File: src/rtl/regfile_console_pkg.sv
// Shared constants for the register-file console: display modes, button indices and FSM states.
package regfile_console_pkg;

    localparam logic [1:0] MODE_RA  = 2'd0;
    localparam logic [1:0] MODE_RB  = 2'd1;
    localparam logic [1:0] MODE_BUF = 2'd2;
    localparam logic [1:0] MODE_SW  = 2'd3;

    localparam int BTN_W      = 6;
    localparam int BTN_SHOWA  = 0;
    localparam int BTN_SHOWB  = 1;
    localparam int BTN_LOAD   = 2;
    localparam int BTN_COMMIT = 3;
    localparam int BTN_SHOWSW = 4;
    localparam int BTN_CLEAR  = 5;

    typedef enum logic {
        ST_IDLE   = 1'b0,
        ST_LOADED = 1'b1
    } state_t;

endpackage

File: src/rtl/regfile_core.sv
// WIDTH x DEPTH register array: two combinational read ports, one synchronous write port, synchronous clear.
module regfile_core #(
    parameter int WIDTH     = 32,
    parameter int DEPTH     = 32,
    parameter int ZERO_REG0 = 1,
    parameter int AW        = $clog2(DEPTH)
) (
    input  logic             clk,
    input  logic             reset_n,
    input  logic             i_clear,
    input  logic             i_we,
    input  logic [AW-1:0]    i_waddr,
    input  logic [WIDTH-1:0] i_wdata,
    input  logic [AW-1:0]    i_raddr_a,
    input  logic [AW-1:0]    i_raddr_b,
    output logic [WIDTH-1:0] o_rdata_a,
    output logic [WIDTH-1:0] o_rdata_b
);

    logic [WIDTH-1:0] r_mem [DEPTH];
    logic             w_wr_ok;

    // An address is usable when it exists and is not the hard-wired zero register.
    function automatic logic addr_ok(input logic [AW-1:0] a);
        return (32'(a) < 32'(DEPTH)) && !((ZERO_REG0 != 0) && (a == {AW{1'b0}}));
    endfunction

    assign w_wr_ok   = i_we && addr_ok(i_waddr);
    assign o_rdata_a = addr_ok(i_raddr_a) ? r_mem[i_raddr_a] : {WIDTH{1'b0}};
    assign o_rdata_b = addr_ok(i_raddr_b) ? r_mem[i_raddr_b] : {WIDTH{1'b0}};

    // Array storage: reset/clear zero every entry; clear outranks a write.
    always_ff @(posedge clk or negedge reset_n) begin
        if (!reset_n) begin
            for (int i = 0; i < DEPTH; i++) r_mem[i] <= {WIDTH{1'b0}};
        end else if (i_clear) begin
            for (int i = 0; i < DEPTH; i++) r_mem[i] <= {WIDTH{1'b0}};
        end else if (w_wr_ok) begin
            r_mem[i_waddr] <= i_wdata;
        end
    end

endmodule

File: src/rtl/regfile_console.sv
// Register-file console top: button conditioning, two-step write FSM, data buffer and registered display mux.
module regfile_console
    import regfile_console_pkg::*;
#(
    parameter int WIDTH     = 32,
    parameter int DEPTH     = 32,
    parameter int ZERO_REG0 = 1
) (
    input  logic             clk,
    input  logic             reset_n,
    input  logic [5:0]       btn,
    input  logic [WIDTH-1:0] sw,
    output logic [WIDTH-1:0] disp_data,
    output logic [1:0]       disp_mode,
    output logic             wr_pending,
    output logic             wr_strobe
);

    localparam int AW = $clog2(DEPTH);

    logic [BTN_W-1:0] r_btn_s1, r_btn_s2, r_btn_d;
    logic [WIDTH-1:0] r_sw_q, r_data_buf;
    state_t           r_state;
    logic [BTN_W-1:0] w_edge, w_act;
    logic [WIDTH-1:0] w_rd_a, w_rd_b;
    logic             w_we;

    // Two-flop synchroniser, edge-detect delay stage and switch sampling.
    always_ff @(posedge clk or negedge reset_n) begin
        if (!reset_n) begin
            r_btn_s1 <= {BTN_W{1'b0}};
            r_btn_s2 <= {BTN_W{1'b0}};
            r_btn_d  <= {BTN_W{1'b0}};
            r_sw_q   <= {WIDTH{1'b0}};
        end else begin
            r_btn_s1 <= btn;
            r_btn_s2 <= r_btn_s1;
            r_btn_d  <= r_btn_s2;
            r_sw_q   <= sw;
        end
    end

    assign w_edge = r_btn_s2 & ~r_btn_d;

    // Only the highest-priority edge in a cycle is allowed to act.
    always_comb begin
        w_act = {BTN_W{1'b0}};
        if (w_edge[BTN_CLEAR])       w_act[BTN_CLEAR]  = 1'b1;
        else if (w_edge[BTN_SHOWA])  w_act[BTN_SHOWA]  = 1'b1;
        else if (w_edge[BTN_SHOWB])  w_act[BTN_SHOWB]  = 1'b1;
        else if (w_edge[BTN_LOAD])   w_act[BTN_LOAD]   = 1'b1;
        else if (w_edge[BTN_COMMIT]) w_act[BTN_COMMIT] = 1'b1;
        else if (w_edge[BTN_SHOWSW]) w_act[BTN_SHOWSW] = 1'b1;
        else                         w_act = {BTN_W{1'b0}};
    end

    assign w_we = w_act[BTN_COMMIT] && (r_state == ST_LOADED);

    regfile_core #(
        .WIDTH     (WIDTH),
        .DEPTH     (DEPTH),
        .ZERO_REG0 (ZERO_REG0),
        .AW        (AW)
    ) u_core (
        .clk       (clk),
        .reset_n   (reset_n),
        .i_clear   (w_act[BTN_CLEAR]),
        .i_we      (w_we),
        .i_waddr   (r_sw_q[WIDTH-1 -: AW]),
        .i_wdata   (r_data_buf),
        .i_raddr_a (r_sw_q[AW-1:0]),
        .i_raddr_b (r_sw_q[2*AW-1:AW]),
        .o_rdata_a (w_rd_a),
        .o_rdata_b (w_rd_b)
    );

    // Write FSM with registered mode, pending flag and strobe.
    always_ff @(posedge clk or negedge reset_n) begin
        if (!reset_n) begin
            r_state    <= ST_IDLE;
            r_data_buf <= {WIDTH{1'b0}};
            disp_mode  <= MODE_SW;
            wr_pending <= 1'b0;
            wr_strobe  <= 1'b0;
        end else begin
            wr_strobe <= 1'b0;
            if (w_act[BTN_CLEAR]) begin
                r_state    <= ST_IDLE;
                r_data_buf <= {WIDTH{1'b0}};
                disp_mode  <= MODE_SW;
                wr_pending <= 1'b0;
            end else if (w_act[BTN_SHOWA]) begin
                disp_mode <= MODE_RA;
            end else if (w_act[BTN_SHOWB]) begin
                disp_mode <= MODE_RB;
            end else if (w_act[BTN_LOAD]) begin
                r_data_buf <= r_sw_q;
                disp_mode  <= MODE_BUF;
                r_state    <= ST_LOADED;
                wr_pending <= 1'b1;
            end else if (w_act[BTN_COMMIT]) begin
                disp_mode <= MODE_SW;
                case (r_state)
                    ST_LOADED: begin
                        wr_strobe  <= 1'b1;
                        r_state    <= ST_IDLE;
                        wr_pending <= 1'b0;
                    end
                    default: r_state <= ST_IDLE;
                endcase
            end else if (w_act[BTN_SHOWSW]) begin
                disp_mode <= MODE_SW;
            end
        end
    end

    // Display word trails the selected source by one cycle.
    always_ff @(posedge clk or negedge reset_n) begin
        if (!reset_n) begin
            disp_data <= {WIDTH{1'b0}};
        end else begin
            case (disp_mode)
                MODE_RA:  disp_data <= w_rd_a;
                MODE_RB:  disp_data <= w_rd_b;
                MODE_BUF: disp_data <= r_data_buf;
                default:  disp_data <= r_sw_q;
            endcase
        end
    end

endmodule

File: config.mk
export PLATFORM = sky130hd
export DESIGN_NAME = regfile_console
export DESIGN_NICKNAME = d
export VERILOG_FILES = /design/src/rtl/regfile_console_pkg.sv /design/src/rtl/regfile_core.sv /design/src/rtl/regfile_console.sv
export SDC_FILE = /design/constraint.sdc
export NUM_CORES = 2
export LEC_CHECK = 0
export CAP_MARGIN = 20
export CORE_MARGIN = 2
export CORE_UTILIZATION = 50
export CTS_CLUSTER_DIAMETER = 150
export DETAILED_ROUTE_END_ITERATION = 8
export PLACE_DENSITY_LB_ADDON = 0.3
export SETUP_SLACK_MARGIN = 0.1
export SYNTH_ARGS = -nofsm -noshare
export SYNTH_HDL_FRONTEND = slang
export SYNTH_SLANG_ARGS = --single-unit
File: constraint.sdc
create_clock -name clk -period 7.1 [get_ports clk]
set_input_delay 1.065 -clock clk [delete_from_list [all_inputs] [get_ports clk]]
set_output_delay 1.065 -clock clk [all_outputs]
set_load 0.02 [all_outputs]
==> results.yml <==
yosys:
  synth-async-reset-ratio_pct: 100.0
  ys_ff_latch: 1143
  synth_cell_types: 56
  synth_commonest_cells: "1141 x dfrtp_1, 1052 x a21oi_1, 1023 x o21ai_0"
  yosys-top-cells-area: "dfrtp_1 45%, mux4_2 20%, a21oi_1 8.2%"
  yosys.area.top_type: "dfrtp_1"
  post-synth-top-count-cell: "dfrtp_1"
  netlist.area_leader.share_pct: 44.62
  yosysSeqAreaShare_pct: 44.70
  synth_edf_count: 0
  syn-num-nets: 6241
  yosysWarnings: 0
  syn-cell-area_sq_mm: 0.06399
  synth_cells: 6201
  synth-main-ff-cell: "dfrtp_1"
  avgSynthCellArea_sq_um: 10.32
setup_path:
  crit_type: "flop to flop"
  critPathMaxFanout: 18
  reg2reg_from: "r_sw_q[9]"
  endpoint_kind: "flop"
  cp.required_ns: 7.69
  crit_arrival_ns: 4.45
  ff2ff_path_depth: 8
  reg2reg_to: "disp_data[26]"
  startpoint_type: "flop"
  r2r_slack_ns: 3.23
worst_hold_path:
  min_from: "r_btn_s1[2]"
  min_path_cells: 0
  min_path_type: "flop to flop"
  min_to: "r_btn_s2[2]"
routing:
  viasPerCell: 7.342
  drtIter0Drc: 8484
  dr.pass1.iters: 6
  num_vias: 54520
  drt-total-wl_mm: 222.4
  wl_per_cell_um: 29.95
  drc: 0
  ant_nets: 0
die:
  die_w_um: 361.8
  fp.dieH_um: 361.8
  num_rows: 131
  ioPinCount: 76
  coreArea_sq_mm: 0.1274
  initial_core_util_pct: 50.25
  dieArea_sq_mm: 0.1309
grt:
  grt_start_max_net_pins: 178
  antenna_found_initial: 2
  busiest_layer: "met2"
  grt.met3_usage_pct: 7.470
  grt_pass1_wl_mm: 340.1
  met1_usage_pct: 45.81
  grtUsageMet2_pct: 52.23
  grt_pass1_vias: 54030
  gr-total-overflow: 0
  grt_use_total_pct: 33.74
placed_design:
  gp_congestion: 0.8395
  dpl.cell_count: 7187
  port_buffers: 75
  place_hpwl_mm: 109.3
sta:
  setup_viol: 0
  timing.fmax_mhz: 258.5
  finClkSkew_ns: 0.02649
  worst_pin_slew_ns: 1.435
  drv_slew: 0
  period_needed_ns: 3.869
  hold_viol: 0
  min_period_over_period_pct: 54.49
  max_slew_margin_pct: 4.363
  rsz0062_at_grt: "no"
  tns_ns: 0
clocking:
  clk_path_buf_depth: 3
  cts.sinks: 1143
  numCtsBuffers: 121
  cts_resized: 0
  clk_pin_slew_ns: 0.06
  clockRootBuffer: "clkbuf_16"
  cts_tree: "built"
  htreeDepth: 3
  insertion_delay_ns: 0.75
  ctsHoldBuffers: 0
  cts_setup_buffers: 0
layout:
  nFillCells: 10880
  final_cell_count_no_fill: 7425
  drive_above_1_share_pct: 17.08
  final_nets: 5697
  area_growth_pct: 8.077
pwr:
  p_switching_mw: 4.019
  seqPwrFrac_pct: 45.4
  pwr-share-clk_pct: 45.7
  ir_drop_uv: 190.1
  leakagePower_nw: 26.69
  powerDensity_mw_per_mm2: 216.0
  switching_share_pct: 26.90
  p_comb_share_pct: 8.9
  intPower_mw: 10.92
job:
  cap_violations: 0
run_status:
  status: "finished, final reports clean"
## worst max path at each step
stage,slack (ns),cells after the start,from,end
after floorplan,4.79,8,r_sw_q[0],disp_data[8]
after global placement,3.44,7,r_sw_q[5],disp_data[25]
after detailed placement,3.46,7,r_sw_q[5],disp_data[25]
after CTS,3.45,7,r_sw_q[5],disp_data[25]
after global routing,3.25,7,r_sw_q[5],disp_data[25]
final,3.23,8,r_sw_q[9],disp_data[26]
## worst max-delay path: stages (launching register included)
cell and delay (ns):
dfrtp_1 0.36, buf_4 0.28, nor2_2 0.73, buf_4 0.39, a211o_2 0.55, buf_4 0.57, nor2_1 0.39, a22oi_1 0.26
o211ai_1 0.12
## layout by cell type (no fill, tap or decap), types with 34 or more instances in the layout
master,instances
dfrtp_1,1133
nand2_1,154
mux4_2,561
nand3_1,1009
mux2i_1,133
a22oi_1,38
o21ai_0,1023
mux2_2,34
a21oi_1,1052
buf_4,94
clkdlybuf4s50_1,74
clkbuf_16,122
## area by class of cell
cell class              count  area [sq um]  share of cell area, %
multi-input cells        4178         31970                  46.22
flip-flops and latches   1143         28630                  41.40
clock buffers             167          3512                  5.078
repair buffers            203          2185                  3.159
well taps                1662          2079                  3.007
clock inverters            61         742.0                  1.073
inverters                  10         42.54                0.06151
diodes                      1         2.502               0.003618
## state kept, by name, summed over array words and instances, names as in the netlist
| register | cells |
|---|---|
| disp_data | 32 |
| disp_mode | 2 |
| r_btn_d | 6 |
| r_btn_s1 | 6 |
| r_btn_s2 | 6 |
| r_data_buf | 32 |
| r_state | 1 |
| r_sw_q | 32 |
| u_core.r_mem | 1024 |
| wr_pending | 1 |
| wr_strobe | 1 |
## metal layers
metal	share of wire, %	vias up	routed length (um)
met3	12	640	26070
met1	37	28050	83060
li1	-	22100	-
met2	46	3719	102700
met4	4.8	0	10600
met5	0	-	0
## power groups by stage
stage               registers (mW)  clock network (mW)  logic (mW)
CTS                           6.79                6.85        1.26
finish                        6.78                6.83        1.33
detailed placement            6.91                   0        1.26
global route                  6.78                7.11        1.39
global placement              6.91                   0        1.26
floorplan                     6.75                   0       0.780
## cells by family after synthesis
| family | count (synthesis) | share of synthesized area (%) |
|---|---|---|
| buffers and inverters | 880 | 5.568 |
| AOI/OAI and AO/OA | 2189 | 17.62 |
| muxes | 728 | 22.42 |
| and+or+nand+nor | 1261 | 9.684 |
| DFF | 1143 | 44.70 |
## stage by stage
| stage | worst slack (ns) | cell area [sq um] | util [%] | power, mW | hold slack (ns) |
|---|---|---|---|---|---|
| 2_1_floorplan | 4.786 | 63990 | - | 7.528 | 0.3312 |
| 3_3_place_gp | 3.442 | 64680 | 50.79 | 8.174 | 0.3347 |
| 3_5_place_dp | 3.457 | 64680 | 50.79 | 8.173 | 0.3347 |
| 4_1_cts | 3.448 | 68940 | 54.13 | 14.91 | 0.3492 |
| 5_1_grt | 3.253 | 69160 | 54.31 | 15.28 | 0.3587 |
| 6_report | 3.231 | 69160 | 54.31 | 14.94 | 0.3487 |
(Power assumes the default switching activity.)
